### src/rtl/cell_fetcher.sv
// cell_fetcher: pixel-fetch stage behind the cursor scanner.
// Steps the scanner under a credit rule, reads the cell memory at y*width+x,
// buffers returned data with frame tags in a small FIFO and presents it as a
// valid/ready pixel stream.
// Ports:
//   clk, reset_n           clock, synchronous active-low reset
//   run                    permit stepping; low pauses fetching
//   width, height          grid dimensions (>= 1)
//   x, y                   scanner position
//   scan_en                scanner step enable / sample strobe (combinational)
//   mem_rd_en, mem_addr    memory read strobe and address
//   mem_rdata              read data, valid one cycle after mem_rd_en
//   pix_valid, pix_ready   output handshake
//   pix_data, pix_sof, pix_eol, pix_eof  head pixel and its tags
module cell_fetcher #(
  parameter int unsigned X_BITS     = 3,
  parameter int unsigned Y_BITS     = 3,
  parameter int unsigned DATA_BITS  = 12,
  parameter int unsigned FIFO_DEPTH = 4
) (
  input  logic                       clk,
  input  logic                       reset_n,
  input  logic                       run,
  input  logic [X_BITS:0]            width,
  input  logic [Y_BITS:0]            height,
  input  logic [X_BITS-1:0]          x,
  input  logic [Y_BITS-1:0]          y,
  output logic                       scan_en,
  output logic                       mem_rd_en,
  output logic [X_BITS+Y_BITS-1:0]   mem_addr,
  input  logic [DATA_BITS-1:0]       mem_rdata,
  output logic                       pix_valid,
  input  logic                       pix_ready,
  output logic [DATA_BITS-1:0]       pix_data,
  output logic                       pix_sof,
  output logic                       pix_eol,
  output logic                       pix_eof
);

  localparam int unsigned ADDR_BITS = X_BITS + Y_BITS;
  localparam int unsigned PTR_W     = $clog2(FIFO_DEPTH);
  localparam int unsigned CNT_W     = PTR_W + 1;
  localparam int unsigned ENT_W     = DATA_BITS + 3;

  logic [CNT_W-1:0] count_q, count_d;
  logic [PTR_W-1:0] wr_ptr_q, rd_ptr_q;
  logic             inflight_q;
  logic             sof_q, eol_q, eof_q;
  logic [ENT_W-1:0] fifo_q [FIFO_DEPTH];

  logic [CNT_W:0]   occupancy;
  logic [X_BITS:0]  width_m1;
  logic [Y_BITS:0]  height_m1;
  logic             sof_c, eol_c, eof_c;
  logic             push, pop;
  logic [ENT_W-1:0] head;

  // Credit rule: FIFO entries plus the outstanding read never exceed the depth.
  always_comb begin
    occupancy = (CNT_W+1)'(count_q) + (CNT_W+1)'(inflight_q);
    scan_en   = reset_n & run & (occupancy < (CNT_W+1)'(FIFO_DEPTH));
    mem_rd_en = scan_en;
  end

  // Linear address, wide enough for any in-range position.
  always_comb begin
    mem_addr = ADDR_BITS'(y) * ADDR_BITS'(width) + ADDR_BITS'(x);
  end

  // Frame tags for the position being sampled; x >= width yields no eol/eof.
  always_comb begin
    width_m1  = width - (X_BITS+1)'(1);
    height_m1 = height - (Y_BITS+1)'(1);
    sof_c     = (x == '0) && (y == '0);
    eol_c     = ({1'b0, x} == width_m1);
    eof_c     = eol_c && ({1'b0, y} == height_m1);
  end

  // FIFO bookkeeping and head presentation; outputs are zero when empty.
  always_comb begin
    push      = inflight_q;
    pix_valid = (count_q != '0);
    pop       = pix_valid & pix_ready;
    count_d   = count_q;
    case ({push, pop})
      2'b10:   count_d = count_q + CNT_W'(1);
      2'b01:   count_d = count_q - CNT_W'(1);
      default: count_d = count_q;
    endcase
    head     = fifo_q[rd_ptr_q];
    pix_data = pix_valid ? head[ENT_W-1:3] : '0;
    pix_sof  = pix_valid & head[2];
    pix_eol  = pix_valid & head[1];
    pix_eof  = pix_valid & head[0];
  end

  // Control state; reset drops the in-flight read so its data is never pushed.
  always_ff @(posedge clk) begin
    if (!reset_n) begin
      count_q    <= '0;
      wr_ptr_q   <= '0;
      rd_ptr_q   <= '0;
      inflight_q <= 1'b0;
      sof_q      <= 1'b0;
      eol_q      <= 1'b0;
      eof_q      <= 1'b0;
    end else begin
      count_q    <= count_d;
      inflight_q <= scan_en;
      sof_q      <= sof_c;
      eol_q      <= eol_c;
      eof_q      <= eof_c;
      if (push) wr_ptr_q <= wr_ptr_q + PTR_W'(1);
      if (pop)  rd_ptr_q <= rd_ptr_q + PTR_W'(1);
    end
  end

  // FIFO storage; contents are masked at the output while empty.
  always_ff @(posedge clk) begin
    if (reset_n && push) begin
      fifo_q[wr_ptr_q] <= {mem_rdata, sof_q, eol_q, eof_q};
    end
  end

endmodule

### config.mk
export PLATFORM = sky130hd
export DESIGN_NAME = cell_fetcher
export DESIGN_NICKNAME = d
export VERILOG_FILES = /design/src/rtl/cell_fetcher.sv
export SDC_FILE = /design/constraint.sdc
export NUM_CORES = 1
export LEC_CHECK = 0
export ABC_AREA = 1
export BUFFER_PORTS_ARGS = -buffer_cell sky130_fd_sc_hd__buf_4
export CORE_MARGIN = 2
export CORE_UTILIZATION = 40
export DETAILED_ROUTE_END_ITERATION = 10
export GPL_ROUTABILITY_DRIVEN = 0
export GPL_TIMING_DRIVEN = 0
export PLACE_DENSITY = 0.57
export SLEW_MARGIN = 20
export SYNTH_ARGS = -nofsm -noshare
export SYNTH_HDL_FRONTEND = slang
export SYNTH_SLANG_ARGS = --single-unit
### constraint.sdc
create_clock -name clk -period 5.6 [get_ports clk]
set_clock_uncertainty 0.15 [all_clocks]
set_input_delay 0 -clock clk [delete_from_list [all_inputs] [get_ports clk]]
set_output_delay 0 -clock clk [all_outputs]
set_load 0.01 [all_outputs]
==> impl_metrics.yaml <==
critical_path:
  path_cells: "dlygate4sd3_1 > buf_4 > nand2_1 > fa_1 > inv_1 > fa_1 > inv_1 > fa_1 > o21ai_0 > nand2_1 > nand2_1 > inv_1 > nand2_1 > nand2_1 > buf_4"
  critPathKind: "input port to primary output"
  max_stage_delay_ns: 0.54
  crit_path_start_kind: "input port"
  worst_setup_path_end_kind: "primary output"
  cpMaxStageDelayCell: "fa_1"
  crit_fanout: 6
  required_ns: 5.45
  cp_data_arrival_time_ns: 2.93
  path_common_cell: "nand2_1"
detailed_routing:
  vias: 2646
  wl_per_cell_um: 12.78
  drc: 0
  viasPerCell: 4.691
  firstDrtPassIters: 4
  dr.first_iter.drc_count: 110
  ant_nets: 0
  drt-total-wl_mm: 7.207
floorplan:
  die_h_um: 98.42
  die_x_um: 98.42
  num_rows: 34
  pin_count: 54
  fp.coreArea_um2: 8678
  start_util_pct: 41.09
  die-area_um2: 9687
run:
  maxCapViolCount: 0
cells_and_area:
  fillers: 817
  seq_area_um2: 2062
  multi_input_area_um2: 1229
  final_cells: 564
  synthToLayoutAreaGrowth_pct: 28.74
  final_core_util_pct: 52.90
  insertedDiodeCount: 0
  num-nets-final: 503
  drive_above_1_share_pct: 20.61
yosys:
  synth.area.top_cells: "edfxtp_1 51%, nor2_1 8.0%, dfxtp_1 7.3%"
  synth_top_area_share_pct: 50.53
  yosysUniqueCellTypes: 22
  seq_area_frac_synth_pct: 57.82
  syn-num-nets: 413
  avgSynthCellArea_um2: 9.878
  synth-edff-count: 60
  synth-async-reset-ratio_pct: 0
  synth_most_common_cell: "nor2_1"
  yosysTopAreaCell: "edfxtp_1"
  syn-cell-area_um2: 3566
  syn_inst: 361
  yosysWarnings: 0
  synthTopCellsByCount: "76 x nor2_1, 60 x edfxtp_1, 49 x nand2_1"
  synth_top_flop_cell: "edfxtp_1"
  ys_ff_latch: 73
timing:
  setup_tns_ns: 0
  min_period_ns: 3.076
  worst_pin_slew_ns: 0.8430
  min_period_over_period_pct: 54.93
  rsz0062_at_grt: "no"
  slew_viol_final: 0
  setup_violations: 0
  setup_ws_ns: 2.524
  max_slew_margin_pct: 43.74
  hold_viol: 0
  max_freq_mhz: 325.1
grt:
  grt_pass1_vias: 2521
  globalRouteTotalUtil_pct: 15.62
  grt_start_max_net_pins: 16
  overflow: 0
  grt_first_pass_wirelength_mm: 11.96
  antenna_found_initial: 0
worst_hold_path:
  hold_path.class: "input port to primary output"
power:
  p_per_area_nw_per_um2: 360.9
  worst_ir_drop_vdd_mv: 0.2343
  p_total_mw: 1.657
  p_leak_nw: 1.985
clock_tree:
  clockRootBuffer: "clkbuf_8"
  cts_setup_buffers: 0
  clkSinkCount: 73
  cts_tree: "yes"
  htreeDepth: 3
  cts_buffer_depth: 2
  cts_buffers: 9
  clk_latency_ns: 0.34
placement:
  dp.cells: 522
  place_ws_ns: 2.968
  numPortBuffers: 52
  hpwl_mm: 5.023
outcome:
  status: "completed"
## state kept, by name, indices dropped and copies added, names as in the netlist, named ones only
register and flops:
rd_ptr_q 2, eol_q 1, sof_q 1, eof_q 1, count_q 3, wr_ptr_q 2
fifo_q 60, inflight_q 1
## power breakdown
group          switching (mW)  internal (mW)  total (mW)
registers              0.0202          0.613       0.633
clock network           0.193          0.252       0.446
logic                   0.328          0.250       0.578
## cell families after synthesis
| logic type | Yosys count | synth area share (%) |
|---|---|---|
| compound gates | 58 | 8.210 |
| flops | 73 | 57.82 |
| simple gates | 139 | 15.47 |
| buf+inv | 62 | 8.000 |
| xor+xnor | 7 | 1.719 |
| fa+ha+maj | 22 | 8.772 |
## cells in the final DEF (no fill, tap or decap), types with 9 or more instances in the layout
cell / instances
a21oi_1: 21
buf_4: 57
clkbuf_8: 9
dfxtp_1: 13
dlygate4sd3_1: 26
edfxtp_1: 60
ha_1: 17
inv_1: 41
inv_2: 9
nand2_1: 49
nand3_1: 9
nor2_1: 72
o21ai_1: 30
## metrics by stage
step,instance area (µm²),hold slack (ns)
floorplan,3566,-0.07376
global placement,4091,0.05340
detailed placement,4113,0.05728
CTS,4591,0.1690
global route,4591,0.1966
finish,4591,0.1661
## worst max-delay path: cells and delay by family
kind                     cells  cell delay, ns
AO/OA/AOI/OAI                1            0.18
adder cells (fa/ha/maj)      3            1.46
buffers and inverters        6            0.96
AND/OR/NAND/NOR              5            0.32
## routing by layer
metal	up-vias	wire, µm	track usage, %
li1	1360	-	-
met3	8	281	4.681
met5	-	0	0
met4	0	72	4.004
met2	49	3520	26.11
met1	1229	3332	20.03
## cell type report
type / instances / area share, %
repair buffers: 79 / 14.42
plain buffers: 12 / 2.126
clock buffers: 10 / 2.780
inverters: 50 / 4.088
multi-input cells: 226 / 26.76
clock inverters: 6 / 1.962
flip-flops and latches: 73 / 44.92
well taps: 108 / 2.944
## timing repair
item	4_1_cts	5_1_grt
hold buffers	26	0
gates resized for setup	0	0
setup endpoints to repair	0	0
hold endpoints to repair	61	0
## final timing paths
path	slack (ns)	start	cells past startpoint	endpoint
setup / recovery	2.52	width[2]	15	mem_addr[5]
hold / removal	0.17	x[0]	3	mem_addr[0]
setup reg to reg	3.58	count_q[1]$_SDFFE_PN0P_	11	count_q[2]$_SDFFE_PN0P_
hold reg to reg	0.34	eol_q$_SDFF_PN0_	0	fifo_q[0][1]$_DFFE_PP_
(Power assumes the default switching activity.)
